`config.mk`:
```
export PLATFORM = sky130hd
export DESIGN_NAME = raytracing_job_scheduler
export DESIGN_NICKNAME = d
export VERILOG_FILES = /design/src/rtl/raytracing_job_scheduler.sv
export SDC_FILE = /design/constraint.sdc
export NUM_CORES = 1
export LEC_CHECK = 0
export CAP_MARGIN = 20
export CORE_AREA = 2 2 345 347
export CTS_BUF_LIST = sky130_fd_sc_hd__clkbuf_2
export CTS_CLUSTER_DIAMETER = 50
export CTS_CLUSTER_SIZE = 24
export DETAILED_ROUTE_END_ITERATION = 6
export DIE_AREA = 0 0 347 349
export GPL_TIMING_DRIVEN = 0
export HOLD_SLACK_MARGIN = 0.12
export PLACE_DENSITY = 0.37
export SLEW_MARGIN = 20
export SYNTH_ARGS = -nofsm -noshare
export SYNTH_HDL_FRONTEND = slang
export SYNTH_SLANG_ARGS = --single-unit
```
`constraint.sdc`:
```
create_clock -name clk -period 16 [get_ports clk]
set_clock_uncertainty 0.2 [all_clocks]
set_input_delay 1.6 -clock clk [delete_from_list [all_inputs] [get_ports clk]]
set_output_delay 1.6 -clock clk [all_outputs]
set_load 0.1 [all_outputs]
```
`src/rtl/raytracing_job_scheduler.sv`:
```
// Batch scheduler: launches all workers on a strip of pixels, waits for completion, then drains
// their colour buffers to the framebuffer in screen order. SCHED_PERF_COUNTER_EN adds frame_cycles.
module raytracing_job_scheduler #(
    parameter int N_WORKERS        = 4,
    parameter int JOBS_SUBDIVISION = 16,
    parameter int H_RES            = 640,
    parameter int V_RES            = 480,
    parameter int COLOR_B          = 12,
    parameter int FB_ADDR_B        = 19
) (
    input  logic                                          clk,
    input  logic                                          rst,
    input  logic                                          start,
    output logic                                          busy,
    output logic                                          frame_done,
    output logic [N_WORKERS-1:0]                          worker_activate,
    output logic [N_WORKERS*12-1:0]                       worker_start_x,
    output logic [9:0]                                    pixel_y,
    output logic [15:0]                                   pixel_y_sqrd,
    input  logic [N_WORKERS-1:0]                          worker_busy,
    input  logic [N_WORKERS*JOBS_SUBDIVISION*COLOR_B-1:0] worker_buffer,
    output logic                                          fb_we,
    output logic [FB_ADDR_B-1:0]                          fb_addr,
    output logic [COLOR_B-1:0]                            fb_data,
    input  logic                                          fb_ready
`ifdef SCHED_PERF_COUNTER_EN
    ,
    output logic [31:0]                                   frame_cycles
`endif
);

    localparam int BATCH_PIX = N_WORKERS * JOBS_SUBDIVISION;
    localparam int N_BATCH   = H_RES / BATCH_PIX;
    localparam int ROW_W     = $clog2(V_RES + 1);
    localparam int BATCH_W   = $clog2(N_BATCH + 1);
    localparam int K_W       = $clog2(JOBS_SUBDIVISION + 1);
    localparam int W_W       = $clog2(N_WORKERS + 1);

    typedef enum logic [1:0] {IDLE, WAIT, DRAIN, RELEASE} state_t;

    state_t               state, state_n;
    logic [ROW_W-1:0]     row, row_n;
    logic [BATCH_W-1:0]   batch, batch_n;
    logic [K_W-1:0]       k, k_n;
    logic [W_W-1:0]       w, w_n;
    logic [N_WORKERS-1:0] seen;
    logic                 load, accept, last_write, enter_drain, relaunch;
    logic [COLOR_B-1:0]   sel_data;

    function automatic logic [9:0] y_of(input logic [ROW_W-1:0] r);
        return 10'(int'(r) - V_RES / 2);
    endfunction

    function automatic logic [15:0] sqrd_of(input logic signed [9:0] y);
        logic signed [19:0] p;
        p = y * y;
        return p[15:0];
    endfunction

    function automatic logic [N_WORKERS*12-1:0] start_x_of(input logic [BATCH_W-1:0] b);
        logic [N_WORKERS*12-1:0] v;
        for (int i = 0; i < N_WORKERS; i++)
            v[i*12 +: 12] = 12'(int'(b) * BATCH_PIX - H_RES / 2 + i);
        return v;
    endfunction

    always_ff @(posedge clk) begin
        if (rst) state <= IDLE;
        else     state <= state_n;
    end

    always_comb begin
        state_n         = state;
        load            = 1'b0;
        accept          = 1'b0;
        last_write      = 1'b0;
        enter_drain     = 1'b0;
        relaunch        = 1'b0;
        busy            = (state != IDLE);
        frame_done      = 1'b0;
        worker_activate = '0;
        fb_we           = 1'b0;
        case (state)
            IDLE: begin
                if (start) begin
                    load    = 1'b1;
                    state_n = WAIT;
                end
            end
            WAIT: begin
                worker_activate = '1;
                // A worker counts as finished only after it has been seen busy at least once.
                if (&(seen & ~worker_busy)) begin
                    enter_drain = 1'b1;
                    state_n     = DRAIN;
                end
            end
            DRAIN: begin
                worker_activate = '1;
                fb_we           = 1'b1;
                if (fb_ready) begin
                    accept = 1'b1;
                    if (w == W_W'(N_WORKERS - 1) && k == K_W'(JOBS_SUBDIVISION - 1)) begin
                        last_write = 1'b1;
                        state_n    = RELEASE;
                    end
                end
            end
            RELEASE: begin
                if (row == ROW_W'(V_RES)) begin
                    frame_done = 1'b1;
                    state_n    = IDLE;
                end else begin
                    relaunch = 1'b1;
                    state_n  = WAIT;
                end
            end
            default: state_n = IDLE;
        endcase
    end

    // Next drain position and the buffer slot that becomes fb_data once it is registered.
    always_comb begin
        w_n = w;
        k_n = k;
        if (accept) begin
            if (w == W_W'(N_WORKERS - 1)) begin
                w_n = '0;
                k_n = (k == K_W'(JOBS_SUBDIVISION - 1)) ? '0 : k + K_W'(1);
            end else begin
                w_n = w + W_W'(1);
            end
        end
        if (batch == BATCH_W'(N_BATCH - 1)) begin
            batch_n = '0;
            row_n   = row + ROW_W'(1);
        end else begin
            batch_n = batch + BATCH_W'(1);
            row_n   = row;
        end
        sel_data = worker_buffer[(int'(w_n) * JOBS_SUBDIVISION + int'(k_n)) * COLOR_B +: COLOR_B];
    end

    // Drain order makes framebuffer addresses run sequentially over the whole frame.
    always_ff @(posedge clk) begin
        if (rst) begin
            row            <= '0;
            batch          <= '0;
            k              <= '0;
            w              <= '0;
            seen           <= '0;
            pixel_y        <= '0;
            pixel_y_sqrd   <= '0;
            worker_start_x <= '0;
            fb_addr        <= '0;
            fb_data        <= '0;
        end else begin
            if (load) begin
                row            <= '0;
                batch          <= '0;
                k              <= '0;
                w              <= '0;
                seen           <= '0;
                fb_addr        <= '0;
                pixel_y        <= y_of('0);
                pixel_y_sqrd   <= sqrd_of(y_of('0));
                worker_start_x <= start_x_of('0);
            end
            if (state == WAIT) seen <= seen | worker_busy;
            if (relaunch) seen <= '0;
            if (enter_drain || accept) fb_data <= sel_data;
            if (accept) begin
                w       <= w_n;
                k       <= k_n;
                fb_addr <= fb_addr + FB_ADDR_B'(1);
            end
            if (last_write) begin
                batch          <= batch_n;
                row            <= row_n;
                pixel_y        <= y_of(row_n);
                pixel_y_sqrd   <= sqrd_of(y_of(row_n));
                worker_start_x <= start_x_of(batch_n);
            end
        end
    end

`ifdef SCHED_PERF_COUNTER_EN
    // Frozen from the frame_done cycle until the next start.
    always_ff @(posedge clk) begin
        if (rst || load)
            frame_cycles <= '0;
        else if (state != IDLE && !frame_done && frame_cycles != 32'hFFFF_FFFF)
            frame_cycles <= frame_cycles + 32'd1;
    end
`endif

endmodule
```
==> results.md <==
- The flow ran to the end, and the final reports show no timing, DRC or antenna violations.
- The number of iterations in the first detailed-routing pass is 5.
- Dividing the detail-routed wire length by the instance count gives 31.5 µm.
- The internal power of the cells totals 0.589 mW.
- The worst hold path terminates at pixel_y_sqrd[5]$_SDFFE_PP0P_.
- Of the total synthesized cell area, the portion taken by AND, OR, NAND and NOR gates is 0.255.
- Summing all placed instances gives a cell area of 0.0245 mm².
- For this run, design rule violations remaining after detail routing come to 0.
- The number of stages on the worst hold path is 2.
- The number of buffers inserted during clock tree synthesis is 9.
- The endpoint identified for the worst register-to-register timing path is pixel_y_sqrd[15]$_SDFFE_PP0P_.
- The share of total power dissipated in combinational logic is 0.674.
- The completed layout was analyzed and its total power is 1.23 mW.
- After clock tree synthesis, the repair step resized 0 gates.
- Measured in cells, the most critical reg-to-reg path has a length of 26.
- The sequential cell fraction of total power is 0.199.
- The global placer's final weighted congestion is 0.927.
- The clock period could shrink to 9.30 ns.
- The maximum net fanout on the critical path is 7.
- After routing, the total negative slack on setup checks comes to 0 ns.
- The number of max-cap violations is 0.
- The master of the slowest instance on the critical path is xnor2_1.
- The worst supply voltage drop on vdd is 0.000200 V.
- Across every metal layer, demand over resource in global routing totals 0.212.
- The number of placed instances, taps included is 4,206.
- On the final layout, the worst hold slack is 0.287 ns.
- The die is 349 µm tall.
- By area, the combinational part of the netlist is dominated by simple AND/OR/NAND/NOR gates.
- The routed via count divided by cell count is 4.24.
- The clock tree buffer depth is 2.
- The master cell of the clock root buffer is clkbuf_2.
- The number of antenna violations at the first check in global routing is 69.
- The number of global-route vias before repair is 18,322.
- The leakage dissipation is 9.21 nW.
- In the final design database the tool counted 3,572 nets.
- The clock reaches the later pin of the worst-skew pair after 0.84 ns.
- The worst path meets setup with 6.70 ns of slack.
- The required arrival time at the worst endpoint is 16.49 ns.
- The largest net degree at the start of global routing is 17.
- The final standard cell area without fillers is 0.0246 mm².
- The class of the most critical setup path is reg -> reg.
- At the worst endpoint, the arrival time is 9.79 ns.
- The critical path contains buffers and inverters numbering 6 combined.
- For this run, the share of the core covered by cells in the final layout is 0.210.
- The post-synthesis adder-cell area fraction is 0.137.
- For the pin with the worst max-slew slack, the measured transition is 1.17 ns.
- The count of nets left with antenna violations after detail routing is 0.
- Clock-pin slew was measured on the worst setup and hold paths at 0.35 ns.
- The number of hold-slack violations in the final timing report is 0.
- The endpoint type of the worst setup path is a register.
- The gate family responsible for the most delay along the worst path is adder cells.
- The worst hold path belongs to the class reg -> reg.
- The startpoint of the most critical hold path is pixel_y_sqrd[5]$_SDFFE_PP0P_.
- After the first detailed-routing iteration, the DRC count stood at 1,149.
- The post-synthesis instance area is 0.0138 mm².
- In this run the mean area of a mapped cell was 7.73 µm².
- Counting every sink on the clock net gives 84.
- The layout overhead on the synthesized area is 78.8%.
- Of the total synthesized cell area, the portion taken by XOR and XNOR cells is 0.0276.
- The count of standard-cell rows is 126.
- The most used flip-flop cell after synthesis is dfxtp_1.
- In this design, the critical path's most frequently occurring cell is inv_1.
- In this design, the stage delay of the slowest critical-path cell is 0.72 ns.
- The net switching power is 0.640 mW.
- Prior to clock tree synthesis, the placed netlist has a worst setup slack of 6.63 ns.
- The share of total power dissipated in the clock network is 0.127.
- The buffer count from post-CTS setup fixing is 0.
- The starting density of the core is 0.117.
- The share of cells above drive strength 1 is 0.0983.
- The count of buffers from port buffering is 865.
- The post-synthesis register bit count is 84.
- The routed design has 134 mm of wire.
- Setup repair after global routing left no endpoint under its margin.
- The fraction of registers with async set/reset is 0.
- 888 I/O pins were placed.
- The number of slew-limit violations in the final report was 0.
- For this run the aggregate overflow at the end of global routing stands at 0.
- The HPWL after detailed placement is 118 mm.
- Of the total power, the share spent switching nets is 0.521.
- The total area inside the core boundary comes to 0.117 mm².
- The power density over the cells is 49.9 mW/mm².
- TritonCTS built the clock tree.
- In this run the worst setup path begins at pixel_y[0]$_SDFFE_PP0P_.
- Synthesis handed over a netlist of 1,784 instances.
- The worst-case headroom to the max-slew limit is 0.217.
- The first-pass GRT wire length is 173 mm.
- The post-layout instance count excluding filler cells is 4,248.
- Buffers inserted to repair hold after CTS numbered 0.
- The mux contribution to synthesized area is 0.184.
- The area fraction in compound gates after synthesis is 0.161.
- The startpoint class of the critical path is a register.
- The final clock period utilization by the worst path is 0.581.
- The maximum clock frequency is 0.107 GHz.
- The via count is 18,020.
- The setup slack of the most critical reg-to-reg path is 6.70 ns.
- The worst register-to-register path begins at pixel_y[0]$_SDFFE_PP0P_.
- The die width is 347 µm.
- The Yosys step of the flow raised 0 warnings.
- Counting flops with a built-in enable in the synthesized netlist gives 0.
- The H-tree generated during clock tree synthesis spans 3 levels.
- The die covers 0.121 mm².
- Counting distinct cell types in the post-synthesis netlist gives 70.
- Setup violations remaining at the end of the flow were counted as 0.
- The sequential-to-total area share from yosys stat is 0.122.
==> power groups by stage <==
stage               combinational (mW)  clock (mW)  sequential (mW)
CTS                              0.830       0.175            0.245
finish                           0.828       0.156            0.244
global route                     0.859       0.177            0.248
detailed placement               0.827           0            0.248
floorplan                        0.375           0            0.329
global placement                 0.826           0            0.249
==> worst reg2reg max path: cells and delay by family (launching register included) <==
kind,cells,cell delay (ns)
XOR/XNOR,4,1.99
flip-flops,1,0.56
AO/OA/AOI/OAI,5,1.85
buffers and inverters,6,0.83
adder cells (fa/ha/maj),8,3.18
AND/OR/NAND/NOR,3,0.65
==> per-layer routing <==
layer / share of wire / wire (µm) / global-route usage / vias up
li1: - / - / - / 8152
met1: 0.40 / 53100 / 0.246 / 8863
met3: 0.080 / 10700 / 0.0697 / 172
met5: 0.0029 / 391 / 0 / -
met2: 0.49 / 64900 / 0.368 / 773
met4: 0.034 / 4550 / 0.0671 / 60
==> registers in the layout, summed over array words and instances, names as in the netlist <==
signal and count:
fb_addr 19, pixel_y_sqrd 14, fb_data 12, pixel_y 10, worker_start_x 6, k 5, row 5, batch 4
seen 4, w 3, state 2
==> worst max-delay path by stage <==
| stage | cells after the start | endpoint | slack, ns |
|---|---|---|---|
| after global placement | 26 | pixel_y_sqrd[15]$_SDFFE_PP0P_ | 6.61 |
| after CTS | 26 | pixel_y_sqrd[15]$_SDFFE_PP0P_ | 6.50 |
| final | 26 | pixel_y_sqrd[15]$_SDFFE_PP0P_ | 6.70 |
| after detailed placement | 26 | pixel_y_sqrd[15]$_SDFFE_PP0P_ | 6.63 |
| after global routing | 26 | pixel_y_sqrd[15]$_SDFFE_PP0P_ | 6.03 |
| after floorplan | 26 | pixel_y_sqrd[15]$_SDFFE_PP0P_ | 8.90 |
==> placed cells by master, fill, tap and decap left out, types with 6 or more instances in the layout <==
master           instances
buf_1                    9
a31o_2                  15
nor2b_1                  7
nand3_1                149
inv_1                  118
xnor2_1                 27
nand2b_1                 6
mux2_2                  11
clkdlybuf4s50_1        862
buf_4                   70
a222oi_1                 7
mux2i_1                 16
a32oi_1                 18
nand2_1                380
conb_1                  21
o21a_1                   6
and3_1                  56
fa_1                    60
a211oi_1                54
o211ai_1                 6
clkbuf_2                13
mux4_2                  98
and2_1                   9
diode_2                 26
a21oi_1                 63
nor2_1                 112
ha_1                    55
buf_2                   33
dfxtp_1                 84
a31oi_1                 41
nor3_1                  28
nand4_1                  9
a21o_1                   7
o22ai_1                 28
a22oi_1                 13
clkbuf_1                71
o22a_1                   7
xor2_1                  11
a32o_1                  12
o21ai_0                 22
==> cells by family (layout without fill, tap and decap cells) <==
kind of cell / Yosys count / in the layout
XOR/XNOR: 41 / 41
flip-flops: 84 / 84
AND/OR/NAND/NOR: 786 / 786
multiplexers: 127 / 127
buffers and inverters: 310 / 1192
adder cells (fa/ha/maj): 115 / 115
other: 1 / 47
AO/OA/AOI/OAI: 320 / 320
==> cells in the mapped netlist, drive strengths merged (5+ instances only) <==
cell type	n	area share
o22ai	28	0.013
inv	118	0.032
a222oi	7	0.0051
buf	117	0.060
a32o	12	0.0087
o22a	7	0.0044
a31o	15	0.0095
o211ai	6	0.0033
o21a	6	0.0033
nand2b	6	0.0027
nand4	9	0.0041
nor3	28	0.010
a22oi	13	0.0071
a31oi	41	0.019
ha	55	0.050
xor2	12	0.0076
or3	5	0.0026
dfxtp	84	0.12
o21ai	23	0.0083
and2	10	0.0045
a32oi	18	0.011
nand3	149	0.054
nor2b	7	0.0032
mux2i	16	0.012
clkbuf	75	0.021
and3	56	0.025
nand2	382	0.10
fa	60	0.087
xnor2	28	0.018
a21o	7	0.0038
mux2	12	0.010
nor2	112	0.030
a21oi	63	0.023
mux4	99	0.16
a211oi	54	0.029
==> cell type report <==
| type | instances | area (µm²) |
|---|---|---|
| fill | 13219 | 92800 |
| multi-input combinational | 1410 | 10600 |
| timing repair buffer | 866 | 8660 |
| tap | 1536 | 1920 |
| sequential | 84 | 1680 |
| buffer | 192 | 1120 |
| inverter | 118 | 443 |
| clock inverter | 7 | 81.3 |
| antenna | 26 | 65.1 |
| clock buffer | 9 | 45.0 |
Power figures use the tool's default switching activity.
